`config.mk`:
```
export PLATFORM = sky130hd
export DESIGN_NAME = operand_stack
export DESIGN_NICKNAME = d
export VERILOG_FILES = /design/src/rtl/operand_stack_pkg.sv /design/src/rtl/stack_ram.sv /design/src/rtl/operand_stack.sv
export SDC_FILE = /design/constraint.sdc
export NUM_CORES = 1
export LEC_CHECK = 0
export ABC_AREA = 1
export BUFFER_PORTS_ARGS = -buffer_cell sky130_fd_sc_hd__buf_4
export CORE_ASPECT_RATIO = 0.8
export CORE_MARGIN = 2
export CORE_UTILIZATION = 45
export DETAILED_ROUTE_END_ITERATION = 16
export PLACE_DENSITY = 0.62
export SYNTH_ARGS = -nofsm -noshare
export SYNTH_HDL_FRONTEND = slang
export SYNTH_SLANG_ARGS = --single-unit
```
`constraint.sdc`:
```
create_clock -name clk -period 7.8 [get_ports clk]
set_clock_uncertainty 0.05 [all_clocks]
set_input_delay 1.17 -clock clk [delete_from_list [all_inputs] [get_ports clk]]
set_output_delay 1.17 -clock clk [all_outputs]
set_load 0.01 [all_outputs]
```
`src/rtl/operand_stack_pkg.sv`:
```
// Shared CPU definitions: operand-stack op codes, trap codes and stack FSM states.
package operand_stack_pkg;

  typedef enum logic [2:0] {
    OP_NOP    = 3'd0,
    OP_PUSH   = 3'd1,
    OP_POP    = 3'd2,
    OP_UNARY  = 3'd3,
    OP_BINARY = 3'd4
  } op_e;

  // Codes 1..3 belong to the existing CPU traps; stack traps start at 4.
  typedef enum logic [2:0] {
    TRAP_NONE            = 3'd0,
    TRAP_ILLEGAL_INSN    = 3'd1,
    TRAP_MISALIGNED      = 3'd2,
    TRAP_BREAKPOINT      = 3'd3,
    TRAP_STACK_OVERFLOW  = 3'd4,
    TRAP_STACK_UNDERFLOW = 3'd5
  } trap_e;

  typedef enum logic [1:0] {
    ST_EMPTY   = 2'd0,
    ST_ACTIVE  = 2'd1,
    ST_TRAPPED = 2'd2
  } stack_state_e;

endpackage

```
`src/rtl/stack_ram.sv`:
```
// Single-port spill RAM: synchronous write, asynchronous read, no reset on contents.
module stack_ram #(
  parameter int unsigned WIDTH = 64,
  parameter int unsigned WORDS = 14,
  parameter int unsigned AW    = 4
) (
  input  logic             clk,
  input  logic             we,
  input  logic [AW-1:0]    addr,
  input  logic [WIDTH-1:0] wdata,
  output logic [WIDTH-1:0] rdata
);

  logic [WIDTH-1:0] mem [WORDS];

  always_ff @(posedge clk) begin
    if (we) mem[addr] <= wdata;
  end

  assign rdata = mem[addr];

endmodule

```
`src/rtl/operand_stack.sv`:
```
// Operand stack: TOS/NOS in registers, deeper entries spilled to stack_ram, sticky traps.
module operand_stack
  import operand_stack_pkg::*;
#(
  parameter int unsigned WIDTH = 64,
  parameter int unsigned DEPTH = 16
) (
  input  logic                     clk,
  input  logic                     reset,
  input  logic [2:0]               op,
  input  logic                     op_valid,
  output logic                     op_ready,
  input  logic [WIDTH-1:0]         din,
  output logic [WIDTH-1:0]         result,
  output logic [WIDTH-1:0]         second,
  output logic                     result_empty,
  output logic                     full,
  output logic [$clog2(DEPTH):0]   depth,
  output logic [2:0]               trap
);

  localparam int unsigned DW        = $clog2(DEPTH) + 1;
  localparam int unsigned PW        = $clog2(DEPTH);
  localparam int unsigned RAM_WORDS = DEPTH - 2;
  localparam int unsigned RAM_AW    = $clog2(RAM_WORDS);

  stack_state_e     state_q, state_d;
  trap_e            trap_q, trap_d;
  logic [WIDTH-1:0] tos_q, tos_d;
  logic [WIDTH-1:0] nos_q, nos_d;
  logic [DW-1:0]    depth_q, depth_d;
  logic [PW-1:0]    ptr_q, ptr_d;
  logic             empty_q;

  logic              ram_we;
  logic [RAM_AW-1:0] ram_addr;
  logic [WIDTH-1:0]  ram_rdata;

  logic accept, has1, has2, has3, at_full;

  stack_ram #(
    .WIDTH (WIDTH),
    .WORDS (RAM_WORDS),
    .AW    (RAM_AW)
  ) u_ram (
    .clk   (clk),
    .we    (ram_we),
    .addr  (ram_addr),
    .wdata (nos_q),
    .rdata (ram_rdata)
  );

  assign accept  = op_valid && (trap_q == TRAP_NONE);
  assign has1    = (depth_q != '0);
  assign has2    = (depth_q >= DW'(2));
  assign has3    = (depth_q >= DW'(3));
  assign at_full = (depth_q == DW'(DEPTH));

  // Next-state, datapath and spill-RAM control.
  always_comb begin
    state_d  = state_q;
    trap_d   = trap_q;
    tos_d    = tos_q;
    nos_d    = nos_q;
    depth_d  = depth_q;
    ptr_d    = ptr_q;
    ram_we   = 1'b0;
    // Read port sits on the newest spilled word; clamped so it never leaves range.
    ram_addr = (ptr_q == '0) ? '0 : RAM_AW'(ptr_q - PW'(1));

    if (accept) begin
      case (op)
        OP_PUSH: begin
          if (at_full) begin
            trap_d = TRAP_STACK_OVERFLOW;
          end else begin
            if (has2) begin
              ram_we   = 1'b1;
              ram_addr = RAM_AW'(ptr_q);
              ptr_d    = PW'(ptr_q + PW'(1));
            end
            nos_d   = tos_q;
            tos_d   = din;
            depth_d = DW'(depth_q + DW'(1));
          end
        end
        OP_POP: begin
          if (!has1) begin
            trap_d = TRAP_STACK_UNDERFLOW;
          end else begin
            tos_d   = nos_q;
            nos_d   = has3 ? ram_rdata : '0;
            if (has3) ptr_d = PW'(ptr_q - PW'(1));
            depth_d = DW'(depth_q - DW'(1));
          end
        end
        OP_UNARY: begin
          if (!has1) trap_d = TRAP_STACK_UNDERFLOW;
          else       tos_d  = din;
        end
        OP_BINARY: begin
          if (!has2) begin
            trap_d = TRAP_STACK_UNDERFLOW;
          end else begin
            tos_d   = din;
            nos_d   = has3 ? ram_rdata : '0;
            if (has3) ptr_d = PW'(ptr_q - PW'(1));
            depth_d = DW'(depth_q - DW'(1));
          end
        end
        default: ;
      endcase
    end

    case (state_q)
      ST_EMPTY: begin
        if (trap_d != TRAP_NONE)  state_d = ST_TRAPPED;
        else if (depth_d != '0)   state_d = ST_ACTIVE;
      end
      ST_ACTIVE: begin
        if (trap_d != TRAP_NONE)  state_d = ST_TRAPPED;
        else if (depth_d == '0)   state_d = ST_EMPTY;
      end
      ST_TRAPPED: state_d = ST_TRAPPED;
      default:    state_d = ST_TRAPPED;
    endcase
  end

  always_ff @(posedge clk or negedge reset) begin
    if (!reset) begin
      state_q <= ST_EMPTY;
      trap_q  <= TRAP_NONE;
      tos_q   <= '0;
      nos_q   <= '0;
      depth_q <= '0;
      ptr_q   <= '0;
      empty_q <= 1'b1;
    end else begin
      state_q <= state_d;
      trap_q  <= trap_d;
      tos_q   <= tos_d;
      nos_q   <= nos_d;
      depth_q <= depth_d;
      ptr_q   <= ptr_d;
      empty_q <= (depth_d == '0);
    end
  end

  assign result       = tos_q;
  assign second       = nos_q;
  assign depth        = depth_q;
  assign result_empty = empty_q;
  assign full         = at_full;
  assign trap         = trap_q;
  assign op_ready     = (trap_q == TRAP_NONE);

endmodule
```
==> PnR_summary.wiki <==
{| class="wikitable"
! Metric !! Value
|-
| Top-level I/O count || 209
|-
| Post-synth EDFFs || 896
|-
| Worst supply voltage drop on vdd || 0.172 mV
|-
| Leak || 20.2 nW
|-
| Diode count || 0
|-
| DRC errors left || 0
|-
| # H-tree levels || 3
|-
| Commonest cells after routing, fill and taps aside || sky130_fd_sc_hd__nand2_1 (1,639), sky130_fd_sc_hd__edfxtp_1 (896), sky130_fd_sc_hd__inv_1 (404)
|-
| Synth top area share || 61.1%
|-
| Power density of the placed cells || 222 nW/um^2
|-
| Number of post-CTS setup repair buffers || 0
|-
| Chip Width || 354 um
|-
| Bufs on Longest Clock Path || 3
|-
| Die Ht || 284 um
|-
| Area growth from synthesis to layout || 14.3%
|-
| Sequential share of the synthesized area || 69.1%
|-
| Count of warnings emitted by yosys || 0
|-
| Initial Utilization || 45.4%
|-
| Mapped Avg Cell Area || 10.2 um^2
|-
| Core area || 96,900 um^2
|-
| Yosys cell types || 40
|-
| Worst rel slew slack || 19.6%
|-
| Slowest Stage Delay on Critical Path || 0.71 ns
|-
| Post-synthesis cell area || 44,000 um^2
|-
| Time the final worst path needs with I/O delays and setup || 4.49 ns
|-
| Number of DRC markers in iteration 0 || 2,687
|-
| Peak clock frequency supported by timing || 223 MHz
|-
| Cells along the critical path || buf_4 > inv_2 > nand2_1 > nor2_2 > nand2_1 > inv_2 > nand4_2 > nand2_8 > buf_4 > buf_4 > nand2_1 > o21ai_0 > nand2_1 > nand2_1 > nand2_1 > nand3_1 > nor2_1 > nor2_1 > nor2_1
|-
| Final global-route overflow total || 0
|-
| Floorplan die area || 100,000 um^2
|-
| WL/cell || 18.8 um
|-
| Hold/Removal Path Class || primary input to async pin
|-
| Clock buffer count from CTS || 106
|-
| Fraction of registers with async set/reset || 13.5%
|-
| Power Total || 0.0112 W
|-
| Total wirelength of the detailed-routed design || 110,000 um
|-
| Maximum number of pins on one net before global-route repair || 240
|-
| Fin nets || 4,515
|-
| Clock tree from TritonCTS || done
|-
| Clock slew at reported path FFs || 0.06 ns
|-
| Synth top area cells || sky130_fd_sc_hd__edfxtp_1 (61%), sky130_fd_sc_hd__nand2_1 (14%), sky130_fd_sc_hd__dfrtp_1 (7.9%)
|-
| Filler cell count || 8,550
|-
| Commonest non-fill, non-tap cell in the layout || sky130_fd_sc_hd__nand2_1
|-
| Clock root buffer || sky130_fd_sc_hd__clkbuf_16
|-
| Library cell contributing the largest single delay on the critical path || sky130_fd_sc_hd__buf_4
|-
| Max Slew Vio Count || 0
|-
| Number of hold buffers added after cts || 0
|-
| Worst-path maximum fanout || 121
|-
| Count of endpoints failing setup in the final report || 0
|-
| Clk Latency, worst-skew pair || 0.68 ns
|-
| PostCTS Resize Cnt || 0
|-
| Clock Sink Count || 1,036
|-
| Outcome || finished, final reports clean
|-
| Top cell type by total area after synthesis || sky130_fd_sc_hd__edfxtp_1
|-
| Sort of element at the end of the critical path || flip-flop
|-
| Vias in the first global route || 28,104
|-
| Remaining antenna violation count after routing || 0
|-
| Share of final-layout standard cells stronger than drive strength 1 || 10.0%
|-
| Synth Net Count || 4,377
|-
| Critical path buffers and inverters || 5
|-
| Iteration count of the initial detailed-routing pass || 5
|-
| Transition time at the pin with the least slew margin || 1.21 ns
|-
| Vias || 29,511
|-
| Count of input and output buffers || 207
|-
| Global-route wire length before repair || 169,000 um
|-
| Initial antenna violation count || 1
|-
| Placer congestion estimate || 0.769
|-
| Most frequent cell on the critical path || sky130_fd_sc_hd__nand2_1
|-
| Total half-perimeter wirelength after legalization and detailed placement || 58,800 um
|-
| Data required time of the worst path || 8.32 ns
|-
| Row Count || 102
|-
| GRT Resource Usage Total || 21.8%
|-
| Hold Violations, Final || 0
|-
| Tcrit/Tclk final || 57.6%
|-
| Critical path launch point type || primary input
|-
| Instance count of the mapped netlist || 4,300
|-
| Max Cap Violations || 0
|-
| RSZ-0062 raised after global routing || false
|-
| Critical path class || primary input to flip-flop
|-
| Synth Register Bits || 1,036
|-
| Via density per instance || 5.06
|-
| Largest delay share family, worst path || simple AND/OR/NAND/NOR gates
|-
| Total negative slack || 0 ns
|-
| CP arrival || 5.01 ns
|-
| Synth Flop Type || sky130_fd_sc_hd__edfxtp_1
|}
[cell usage after synthesis (9+ instances only)]
master and instances:
sky130_fd_sc_hd__clkbuf_1 64, sky130_fd_sc_hd__nand3_1 141, sky130_fd_sc_hd__dfrtp_1 139, sky130_fd_sc_hd__inv_1 407
sky130_fd_sc_hd__o21ai_0 304, sky130_fd_sc_hd__nor2_1 341, sky130_fd_sc_hd__edfxtp_1 896, sky130_fd_sc_hd__buf_4 20
sky130_fd_sc_hd__nand2_1 1640, sky130_fd_sc_hd__clkbuf_2 9, sky130_fd_sc_hd__o21ai_1 82, sky130_fd_sc_hd__buf_2 127
sky130_fd_sc_hd__a31oi_1 65
[cells by family (layout without fill, tap and decap cells)]
logic type,after synthesis,after routing,synth area share [%]
xor+xnor,8,8,0.159
other cells,1,1,0.00852
compound gates,471,471,5.62
simple gates,2140,2140,18.8
buf+inv,637,868,6.07
flops,1036,1036,69.1
fa+ha+maj,7,7,0.199
[registers in the layout, summed over array words and instances (netlist names)]
name	flops
depth	5
ptr_q	4
result	64
result_empty	1
second	64
trap	2
u_ram.mem	896
[where the power goes]
group / switching [W] / leakage [nW] / internal, W / total (W)
clock network: 0.00213 / 1.75 / 0.00302 / 0.00514
logic: 0.0000678 / 6.12 / 0.0000321 / 0.0000998
registers: 0 / 12.3 / 0.00594 / 0.00594
[path summary, 6_finish.rpt]
kind	from	to	slack, ns	cells after the start
worst max-delay path	op[2]	second[36]	3.31	19
worst min-delay path	reset	second[57]	0.45	1
worst max register to register	depth[0]	second[36]	3.41	18
worst min register to register	trap[2]	trap[2]	0.46	2
max in group asynchronous	reset	second[22]	5.82	2
min in group clk	trap[2]	trap[2]	0.46	2
[layout make-up]
type	instances	area [um^2]	area share, %
Tap cell	1300	1630	3.23
Clock buffer	153	3090	6.13
Clock inverter	48	478	0.950
Timing Repair Buffer	255	2050	4.07
Multi-Input combinational cell	2627	11100	22.1
Inverter	412	1560	3.10
Sequential cell	1036	30400	60.4
[metal layers]
metal	GRT usage [%]	routed length, um
met1	31.3	49800
met2	34.5	50200
met3	3.65	7250
met4	5.65	2510
met5	0	13
[per-stage QoR]
stage	instances	setup WS (ns)	cell area [um^2]	hold slack, ns	utilization, %
detailed placement	5630	2.54	46700	0.453	48.3
floorplan	4300	0.308	44000	0.468	-
finish	5831	3.31	50300	0.454	51.9
global placement	5630	2.61	46700	0.449	48.3
global route	5831	2.84	50300	0.471	51.9
CTS	5831	3.26	50300	0.466	51.9
[worst reg2reg max path: stages, from the launching register on]
cell                      delay, ns
sky130_fd_sc_hd__dfrtp_1       0.40
sky130_fd_sc_hd__inv_1         0.14
sky130_fd_sc_hd__ha_1          0.25
sky130_fd_sc_hd__nand3_2       0.11
sky130_fd_sc_hd__nand2_1       0.07
sky130_fd_sc_hd__inv_2         0.11
sky130_fd_sc_hd__nand4_2       0.27
sky130_fd_sc_hd__nand2_8       0.60
sky130_fd_sc_hd__buf_4         0.76
sky130_fd_sc_hd__buf_4         0.74
sky130_fd_sc_hd__nand2_1       0.16
sky130_fd_sc_hd__o21ai_0       0.11
sky130_fd_sc_hd__nand2_1       0.07
sky130_fd_sc_hd__nand2_1       0.09
sky130_fd_sc_hd__nand2_1       0.05
sky130_fd_sc_hd__nand3_1       0.11
sky130_fd_sc_hd__nor2_1        0.05
sky130_fd_sc_hd__nor2_1        0.08
sky130_fd_sc_hd__nor2_1        0.06
Note: power is estimated with default switching activity, not from simulation.
